## config.mk

```make
export PLATFORM = sky130hd
export DESIGN_NAME = uart_tx_arbiter
export DESIGN_NICKNAME = d
export VERILOG_FILES = /design/src/rtl/uart_pkg.sv /design/src/rtl/uart_tx_arbiter_rr_pick.sv /design/src/rtl/uart_tx_arbiter.sv
export SDC_FILE = /design/constraint.sdc
export NUM_CORES = 1
export LEC_CHECK = 0
export ABC_AREA = 1
export BUFFER_PORTS_ARGS = -buffer_cell sky130_fd_sc_hd__clkbuf_2
export CORE_UTILIZATION = 35
export CTS_BUF_LIST = sky130_fd_sc_hd__clkbuf_4
export DETAILED_ROUTE_END_ITERATION = 7
export PLACE_DENSITY_LB_ADDON = 0.12
export SETUP_SLACK_MARGIN = 0.3
export SYNTH_ARGS = -nofsm -noshare
export SYNTH_HDL_FRONTEND = slang
export SYNTH_SLANG_ARGS = --single-unit
```

## constraint.sdc

```tcl
create_clock -name clk -period 4.3 [get_ports clk]
set_clock_uncertainty 0.2 [all_clocks]
set_input_delay 0.43 -clock clk [delete_from_list [all_inputs] [get_ports clk]]
set_output_delay 0.43 -clock clk [all_outputs]
set_load 0.03 [all_outputs]
```

## src/rtl/uart_pkg.sv

```systemverilog
// Shared definitions for the uart transmit arbiter.
//   BYTE_W   : width of one uart byte
//   state_e  : arbiter FSM encoding
//   wrap_inc : increment a requester index, wrapping at n
package uart_pkg;

  localparam int BYTE_W = 8;

  typedef enum logic [2:0] {
    IDLE      = 3'd0,
    LOAD      = 3'd1,
    WAIT_RISE = 3'd2,
    WAIT_FALL = 3'd3,
    RELEASE   = 3'd4
  } state_e;

  function automatic logic [2:0] wrap_inc(input logic [2:0] v, input int unsigned n);
    if ({29'd0, v} + 32'd1 >= n) return 3'd0;
    return v + 3'd1;
  endfunction

endpackage

```

## src/rtl/uart_tx_arbiter_rr_pick.sv

```systemverilog
// Combinational round-robin picker.
// Ports:
//   req_valid [NREQ-1:0] in  : request vector
//   rr_ptr    [2:0]      in  : first index to consider (must be < NREQ)
//   onehot    [NREQ-1:0] out : winner as a one-hot vector (all zero when idle)
//   idx       [2:0]      out : winner index (0 when idle)
// The winner is the first asserted request at or above rr_ptr, wrapping at NREQ.
module rr_pick
  import uart_pkg::*;
#(
  parameter int NREQ = 4
) (
  input  logic [NREQ-1:0] req_valid,
  input  logic [2:0]      rr_ptr,
  output logic [NREQ-1:0] onehot,
  output logic [2:0]      idx
);

  logic       found;
  logic [2:0] cand;

  // cand walks rr_ptr, rr_ptr+1, ... with wrap; the inner loop maps the
  // candidate index onto a constant bit select.
  always_comb begin
    onehot = '0;
    idx    = '0;
    found  = 1'b0;
    cand   = rr_ptr;
    for (int i = 0; i < NREQ; i++) begin
      for (int j = 0; j < NREQ; j++) begin
        if (!found && (cand == 3'(j)) && req_valid[j]) begin
          found     = 1'b1;
          idx       = cand;
          onehot[j] = 1'b1;
        end
      end
      cand = wrap_inc(cand, NREQ);
    end
  end

endmodule

```

## src/rtl/uart_tx_arbiter.sv

```systemverilog
// Shares one uart transmitter among NREQ requesters with round-robin
// arbitration and packet lock (owner keeps the TX until a byte flagged last
// or MAX_BURST bytes).
// Ports:
//   clk, rst            : clock, asynchronous active-high reset
//   req_valid/req_data/req_last [per requester] in, req_ready out
//   tx_transmit, tx_byte out / tx_busy in : uart handshake
//   grant_active, grant_id : current owner
//   busy_to_err         : one-cycle pulse when tx_busy fails to rise in time
// Handshake: a requester holds req_valid/req_data/req_last stable until it
// sees req_ready; the byte is consumed in the cycle where valid & ready are
// both high. req_ready is a one-cycle strobe, only to the owner, only in LOAD,
// and coincides with the tx_transmit pulse.
module uart_tx_arbiter
  import uart_pkg::*;
#(
  parameter int NREQ      = 4,
  parameter int MAX_BURST = 16,
  parameter int BUSY_TO   = 15
) (
  input  logic                   clk,
  input  logic                   rst,
  input  logic [NREQ-1:0]        req_valid,
  input  logic [BYTE_W*NREQ-1:0] req_data,
  input  logic [NREQ-1:0]        req_last,
  output logic [NREQ-1:0]        req_ready,
  output logic                   tx_transmit,
  output logic [BYTE_W-1:0]      tx_byte,
  input  logic                   tx_busy,
  output logic                   grant_active,
  output logic [2:0]             grant_id,
  output logic                   busy_to_err
);

  state_e             state_q, state_d;
  logic [2:0]         grant_id_q, grant_id_d;
  logic [2:0]         rr_ptr_q, rr_ptr_d;
  logic [7:0]         burst_cnt_q, burst_cnt_d;
  logic [7:0]         to_cnt_q, to_cnt_d;
  logic               last_q, last_d;
  logic [BYTE_W-1:0]  tx_byte_q, tx_byte_d;
  logic               busy_prev_q, busy_prev_d;

  logic [NREQ-1:0]    pick_onehot;
  logic [2:0]         pick_idx;
  logic               owner_valid;
  logic               owner_last;
  logic [BYTE_W-1:0]  owner_data;
  logic               fire;
  logic               busy_rise;
  logic               to_expired;

  rr_pick #(.NREQ(NREQ)) u_rr_pick (
    .req_valid (req_valid),
    .rr_ptr    (rr_ptr_q),
    .onehot    (pick_onehot),
    .idx       (pick_idx)
  );

  // Select the owner's request lines.
  always_comb begin
    owner_valid = 1'b0;
    owner_last  = 1'b0;
    owner_data  = '0;
    for (int j = 0; j < NREQ; j++) begin
      if (grant_id_q == 3'(j)) begin
        owner_valid = req_valid[j];
        owner_last  = req_last[j];
        owner_data  = req_data[BYTE_W*j +: BYTE_W];
      end
    end
  end

  assign fire       = (state_q == LOAD) && owner_valid;
  // Only a fresh 0->1 edge counts: a busy level left over from the previous
  // frame (or already high at the pulse) must not complete WAIT_RISE.
  assign busy_rise  = tx_busy && !busy_prev_q;
  assign to_expired = (to_cnt_q == 8'(BUSY_TO));

  // State register
  always_ff @(posedge clk or posedge rst) begin
    if (rst) begin
      state_q     <= IDLE;
      grant_id_q  <= '0;
      rr_ptr_q    <= '0;
      burst_cnt_q <= '0;
      to_cnt_q    <= '0;
      last_q      <= 1'b0;
      tx_byte_q   <= '0;
      busy_prev_q <= 1'b0;
    end else begin
      state_q     <= state_d;
      grant_id_q  <= grant_id_d;
      rr_ptr_q    <= rr_ptr_d;
      burst_cnt_q <= burst_cnt_d;
      to_cnt_q    <= to_cnt_d;
      last_q      <= last_d;
      tx_byte_q   <= tx_byte_d;
      busy_prev_q <= busy_prev_d;
    end
  end

  // Next-state logic
  always_comb begin
    state_d     = state_q;
    grant_id_d  = grant_id_q;
    rr_ptr_d    = rr_ptr_q;
    burst_cnt_d = burst_cnt_q;
    to_cnt_d    = to_cnt_q;
    last_d      = last_q;
    tx_byte_d   = tx_byte_q;
    busy_prev_d = tx_busy;
    case (state_q)
      IDLE: begin
        if (|pick_onehot) begin
          grant_id_d  = pick_idx;
          burst_cnt_d = '0;
          state_d     = LOAD;
        end
      end
      LOAD: begin
        if (owner_valid) begin
          tx_byte_d   = owner_data;
          last_d      = owner_last;
          burst_cnt_d = burst_cnt_q + 8'd1;
          to_cnt_d    = '0;
          state_d     = WAIT_RISE;
        end else begin
          // Idle owner gives up the TX instead of stalling everyone else.
          state_d = RELEASE;
        end
      end
      WAIT_RISE: begin
        if (busy_rise) begin
          state_d = WAIT_FALL;
        end else if (to_expired) begin
          state_d = RELEASE;
        end else begin
          to_cnt_d = to_cnt_q + 8'd1;
        end
      end
      WAIT_FALL: begin
        if (!tx_busy) begin
          state_d = (last_q || (burst_cnt_q == 8'(MAX_BURST))) ? RELEASE : LOAD;
        end
      end
      RELEASE: begin
        rr_ptr_d = wrap_inc(grant_id_q, NREQ);
        state_d  = IDLE;
      end
      default: state_d = IDLE;
    endcase
  end

  // Outputs
  always_comb begin
    req_ready = '0;
    for (int j = 0; j < NREQ; j++) begin
      if (fire && (grant_id_q == 3'(j))) req_ready[j] = 1'b1;
    end
    tx_transmit  = fire;
    // Present the byte during the pulse itself, then hold the latched copy.
    tx_byte      = fire ? owner_data : tx_byte_q;
    grant_active = (state_q == LOAD) || (state_q == WAIT_RISE) || (state_q == WAIT_FALL);
    grant_id     = grant_id_q;
    busy_to_err  = (state_q == WAIT_RISE) && !busy_rise && to_expired;
  end

endmodule

```

Yosys cells after proc, flatten, opt, wreduce, memory -nomap -nowiden
Cells that the tools add are included.
{"block": "op_classes", "addsub": 10, "n_lt_le_gt_ge": 4, "eq_ne": 27, "muxes": 90, "reduce_logical": 73}
{"operator": "32-bit by 3-bit >= comparator with 1-bit output, second input constant", "n": 3}
{"operator": "3-bit 2-to-1 mux", "n": 30}
{"operator": "8-bit 2-to-1 mux", "n": 10}
{"operator": "1-bit 2-to-1 mux", "n": 47}
{"operator": "1-bit logical AND", "n": 39}
{"operator": "3-bit by 2-bit equality test with 1-bit output, second input constant", "n": 12}
{"operator": "8-bit one-hot mux with 2 select lines", "n": 2}
{"operator": "3-bit by 1-bit equality test with 1-bit output, second input constant", "n": 6}
{"operator": "3-bit zero test", "n": 6}
{"operator": "1-bit zero test", "n": 17}
{"operator": "3-bit by 1-bit adder with 4-bit output, second input constant", "n": 4}
{"operator": "8-bit by 1-bit adder with 8-bit output, second input constant", "n": 2}
{"operator": "3-bit by 1-bit adder with 3-bit output, second input constant", "n": 4}
{"operator": "3-bit one-hot mux with 4 select lines", "n": 1}
{"operator": "2-bit != test, second input constant", "n": 5}
{"operator": "8-bit by 4-bit equality test with 1-bit output, second input constant", "n": 1}
{"operator": "8-bit by 5-bit equality test with 1-bit output, second input constant", "n": 1}
{"operator": "3-bit AND reduction", "n": 2}
{"operator": "4-bit by 3-bit >= comparator with 1-bit output, second input constant", "n": 1}
{"operator": "2-bit AND reduction", "n": 2}
{"operator": "4-bit AND reduction", "n": 1}
{"operator": "2-bit nonzero test", "n": 2}
{"operator": "4-bit OR reduction", "n": 1}
{"operator": "3-bit equality test, second input constant", "n": 1}
{"operator": "other kinds (2)", "n": 4}
{"block": "totals", "regBits": 35, "inputBits": 43, "elab_cells": 212}

Depth between registers and ports, before layout
{"block": "logic_depth", "ltp_word": 66, "mapped_depth": 20, "mapped_depth_nobuf": 20}

Cells and area by module
A second synthesis with hierarchy kept.
{"block": "unflattened", "cells_unflattened": 433, "area_unflattened_um2": 3014.1}
{"module": "uart_tx_arbiter", "instances": 1, "cells_per_inst": 321, "area_per_inst_um2": 2299.7, "seq_area_each_um2": 875.8}
{"module": "rr_pick", "instances": 1, "cells_per_inst": 112, "area_per_inst_um2": 714.4, "seq_area_each_um2": 0.0}

Worst setup path before layout
Ideal clock, no wire load.
{"block": "synth_timing", "path_type": "register to register", "start": "register rr_ptr_q[0]", "end": "register burst_cnt_q[5]", "setup_time_ns": 0.117, "arrival_time_ns": 2.955, "t_required_ns": 3.983, "path_slack_ns": 1.029, "stages_incl_launch_ff": 19, "path_buffers": 1, "synth_period_minus_slack_ns": 3.271, "cell_sequence": "dfrtp_1 -> ha_1 -> ha_1 -> o21ai_0 -> nor2_1 -> ha_1 -> ha_1 -> nand2_1 -> inv_1 -> ha_1 -> ha_1 -> nand2_1 -> nor3_1 -> nor2_1 -> nand3_4 -> nand2_4 -> buf_8 -> nand3_1 -> nand2_1"}
{"block": "synth_via", "elab_chain_len": 66, "elab_cells_between_ends": 110, "classes_between": "6 x add/sub; 3 x order compare; 13 x eq/ne; 36 x mux; 52 x reduce/logical"}
{"element": "start: declaration", "line": "uart_tx_arbiter.sv:37", "rtl": "logic [2:0] rr_ptr_q, rr_ptr_d;"}
{"element": "start signal: assignment", "line": "uart_tx_arbiter.sv:94", "rtl": "rr_ptr_q <= rr_ptr_d;"}
{"element": "parallel branches: the longest is 63 deep, another holds 32-bit by 3-bit >= comparator with 1-bit output"}
{"element": "4-bit OR reduction (*)", "line": "uart_tx_arbiter.sv:115", "rtl": "if (|pick_onehot) begin"}
{"element": "2-bit != test (no line) (*)"}
{"element": "3-bit AND reduction (no line) (*)"}
{"element": "end signal: assignment", "line": "uart_tx_arbiter.sv:95", "rtl": "burst_cnt_q <= burst_cnt_d;"}
{"element": "end: declaration", "line": "uart_tx_arbiter.sv:38", "rtl": "logic [7:0] burst_cnt_q, burst_cnt_d;"}
Mark *: on every way between the ends.
A chain may end at the register's enable or synchronous reset.

Worst setup path in the final report
{"block": "layout_timing", "start": "register rr_ptr_q[0]", "end": "register burst_cnt_q[1]"}
Same word-level chain as after synthesis.

==> impl_metrics.env <==
export IMPL_fp_dieArea_mm2=0.008340
export IMPL_viasPerCell=4.741
export IMPL_endpoint_kind="register"
export IMPL_place_hpwl_um=5038
export IMPL_path_buf_inv=2
export IMPL_synthesis_instances=380
export IMPL_cts_buffers=5
export IMPL_drt_total_wl_um=6492
export IMPL_start_util_pct=36.14
export IMPL_clk_latency_ns=0.34
export IMPL_yosys_warnings=0
export IMPL_final_nets=512
export IMPL_setup_viol=0
export IMPL_clock_sinks=35
export IMPL_rsz0062_at_grt="no"
export IMPL_antenna_found_initial=0
export IMPL_outcome="finished clean"
export IMPL_ios=61
export IMPL_fmax_mhz=273.9
export IMPL_grt_pass1_wl_um=11320
export IMPL_routedWlPerCell_um=11.83
export IMPL_firstDrtPassIters=4
export IMPL_ir_drop_mv=0.3436
export IMPL_crit_chain="ha_1 -> ha_1 -> o21ai_0 -> nor2_1 -> ha_1 -> ha_1 -> nand2_1 -> inv_1 -> ha_1 -> ha_1 -> inv_1 -> nor2_1 -> nor2_1 -> nor2_4 -> nand3_4 -> nand2_4 -> nand2_2 -> nand2_1 -> nand2_1"
export IMPL_crit_required_ns=4.33
export IMPL_netlist_cell_type_count=41
export IMPL_fin_crit_ns=3.651
export IMPL_rows=32
export IMPL_power_mw=2.082
export IMPL_cp_max_fo=12
export IMPL_htreeDepth=2
export IMPL_core_area_mm2=0.007727
export IMPL_ant_nets=0
export IMPL_synth_edff_count=0
export IMPL_tightest_slew_ns=0.6199
export IMPL_syn_avg_cell_area_um2=7.349
export IMPL_worst_path_most_repeated_cell="ha_1"
export IMPL_drt_iter0_markers=73
export IMPL_setup_total_negative_slack_ns=0
export IMPL_crit_path_top_delay_cell="dfrtp_1"
export IMPL_drc=0
export IMPL_holdWs_ns=0.1854
export IMPL_syn_to_final_growth_pct=17.52
export IMPL_drv_slew=0
export IMPL_ys_flop_type="dfrtp_1"
export IMPL_overflow=0
export IMPL_cts_tree="done"
export IMPL_fillCellCount=813
export IMPL_cts_max_path_buffers=2
export IMPL_max_cap_viol_count=0
export IMPL_critPathKind="register to register"
export IMPL_hold_class="primary input to register"
export IMPL_async_flop_share_pct=100.0
export IMPL_die_h_um=91.33
export IMPL_root_buffer="clkbuf_4"
export IMPL_synth_ff_latch_count=35
export IMPL_fin_crit_sh_pct=84.91
export IMPL_num_vias=2603
export IMPL_die_x_um=91.33
export IMPL_hold_viol_final=0
export IMPL_grt_max_degree=36
export IMPL_arrival_ns=3.68
export IMPL_antenna_cells=0
export IMPL_grt_pass1_vias=2411
export IMPL_path_clk_slew_ns=0.11
export IMPL_powerDensity_mw_per_mm2=634.3
export IMPL_power_leakage_nw=1.741
export IMPL_synth_seq_area_share_pct=31.36
export IMPL_synth_area_mm2=0.002793
export IMPL_gp_congestion=0.8012
export IMPL_drive_gt1_share_pct=22.15
export IMPL_io_buffers=60
export IMPL_critPathLaunchType="register"
export IMPL_crit_family="adder cells"
export IMPL_slew_limit_headroom_pct=58.35
export IMPL_cpPeakStageDelay_ns=0.43
export IMPL_track_usage_pct=16.79
-- flip-flops by register name, indices dropped and copies added, names as in the netlist --
signal / flops
tx_byte_q: 8
to_cnt_q: 8
burst_cnt_q: 8
state_q: 3
last_q: 1
rr_ptr_q: 3
grant_id: 3
busy_prev_q: 1
-- logic make-up after synthesis --
group	synth area share, %
flops	31.36
mux	3.226
compound gates	9.319
other cells	0.1343
xor+xnor	3.450
fa+ha+maj	10.30
simple gates	33.38
buf+inv	8.826
-- final timing paths --
path                              start        endpoint  slack, ns  cells after the start
setup / recovery            rr_ptr_q[0]  burst_cnt_q[1]       0.65                     19
hold / removal              req_last[3]          last_q       0.19                      3
setup reg to reg            rr_ptr_q[0]  burst_cnt_q[1]       0.65                     19
hold reg to reg            tx_byte_q[2]    tx_byte_q[2]       0.31                      2
max in group asynchronous           rst  burst_cnt_q[4]       3.07                      4
min in group asynchronous           rst     to_cnt_q[4]       0.51                      4
-- layout by cell type, fill, tap and decap left out, drive strengths merged, types with 2 or more instances in the layout --
master | Yosys | routed
a21oi | 6 | 6
a31oi | 10 | 10
buf | 8 | 5
clkbuf | 1 | 67
clkinv | 1 | 2
conb | 1 | 2
dfrtp | 35 | 35
dlygate4sd3 | 0 | 2
ha | 23 | 23
inv | 48 | 48
mux2i | 9 | 9
nand2 | 94 | 94
nand3 | 36 | 36
nand4 | 7 | 7
nor2 | 52 | 52
nor3 | 9 | 9
o211ai | 2 | 2
o21ai | 13 | 13
o22ai | 5 | 5
or2 | 3 | 3
xnor2 | 3 | 3
xor2 | 8 | 8
-- cell type report --
cell class	instances	area, um^2	share of cell area [%]
clock buffer	7	52.55	1.601
clock inverter	1	5.005	0.1525
inverter	49	186.4	5.681
multi-input combinational	288	1677	51.09
sequential	35	875.8	26.69
tap	102	127.6	3.889
timing repair buffer	67	357.8	10.90
-- metrics by stage --
stage          setup WS, ns  util [%]  cells  area [um^2]
6_report             0.6490     42.47    549         3282
4_1_cts              0.5792     42.31    548         3269
5_1_grt              0.3092     42.47    549         3282
3_3_place_gp         0.7011     41.43    539         3202
3_5_place_dp         0.6675     41.43    539         3202
2_1_floorplan         1.029         -    381         2796
-- where the power goes --
group | internal [mW] | total [mW] | switching [mW] | leakage (nW)
Sequential | 0.406 | 0.460 | 0.0541 | 0.465
Clock | 0.0764 | 0.185 | 0.109 | 0.0361
Combinational | 0.460 | 1.44 | 0.977 | 1.24
Total | 0.942 | 2.08 | 1.14 | 1.74
-- tightest hold or removal path: cells and delay by family --
kind,cells,cell delay [ns]
AOI/OAI and AO/OA,1,0.12
buffers and inverters,1,0.07
muxes,1,0.06
-- synth_stat cells (2+ instances only) --
cell,n,area share (%)
nand2_2,2,0.45
o21ai_0,5,0.90
nand3_1,31,5.6
xnor2_1,3,0.94
nor2_4,3,1.2
nor2_2,3,0.67
xor2_1,8,2.5
o21ai_1,7,1.3
ha_1,23,10
a21oi_1,5,0.90
mux2i_1,9,3.2
nor3_1,9,1.6
o211ai_2,2,0.90
a31oi_1,10,2.2
nand4_1,7,1.6
dfrtp_1,35,31
nor2_1,46,6.2
inv_2,2,0.27
buf_2,6,1.1
o22ai_1,5,1.1
nand2_4,3,1.2
nand3_2,4,1.4
nand2_1,89,12
or2_2,2,0.45
inv_1,45,6.0
-- timing repair --
action	CTS	global route
setup endpoints to repair	0	2
endpoints found under the hold margin	35	1
hold buffers	1	1
buffers inserted	0	0
resized for setup	0	1
-- metal layers --
metal,up-vias,part of all wire (%),track usage (%)
met5,-,0,0
li1,1366,-,-
met3,6,3.4,2.764
met2,43,48,27.71
met1,1188,48,22.89
met4,0,1.1,3.968
(Power assumes the default switching activity.)
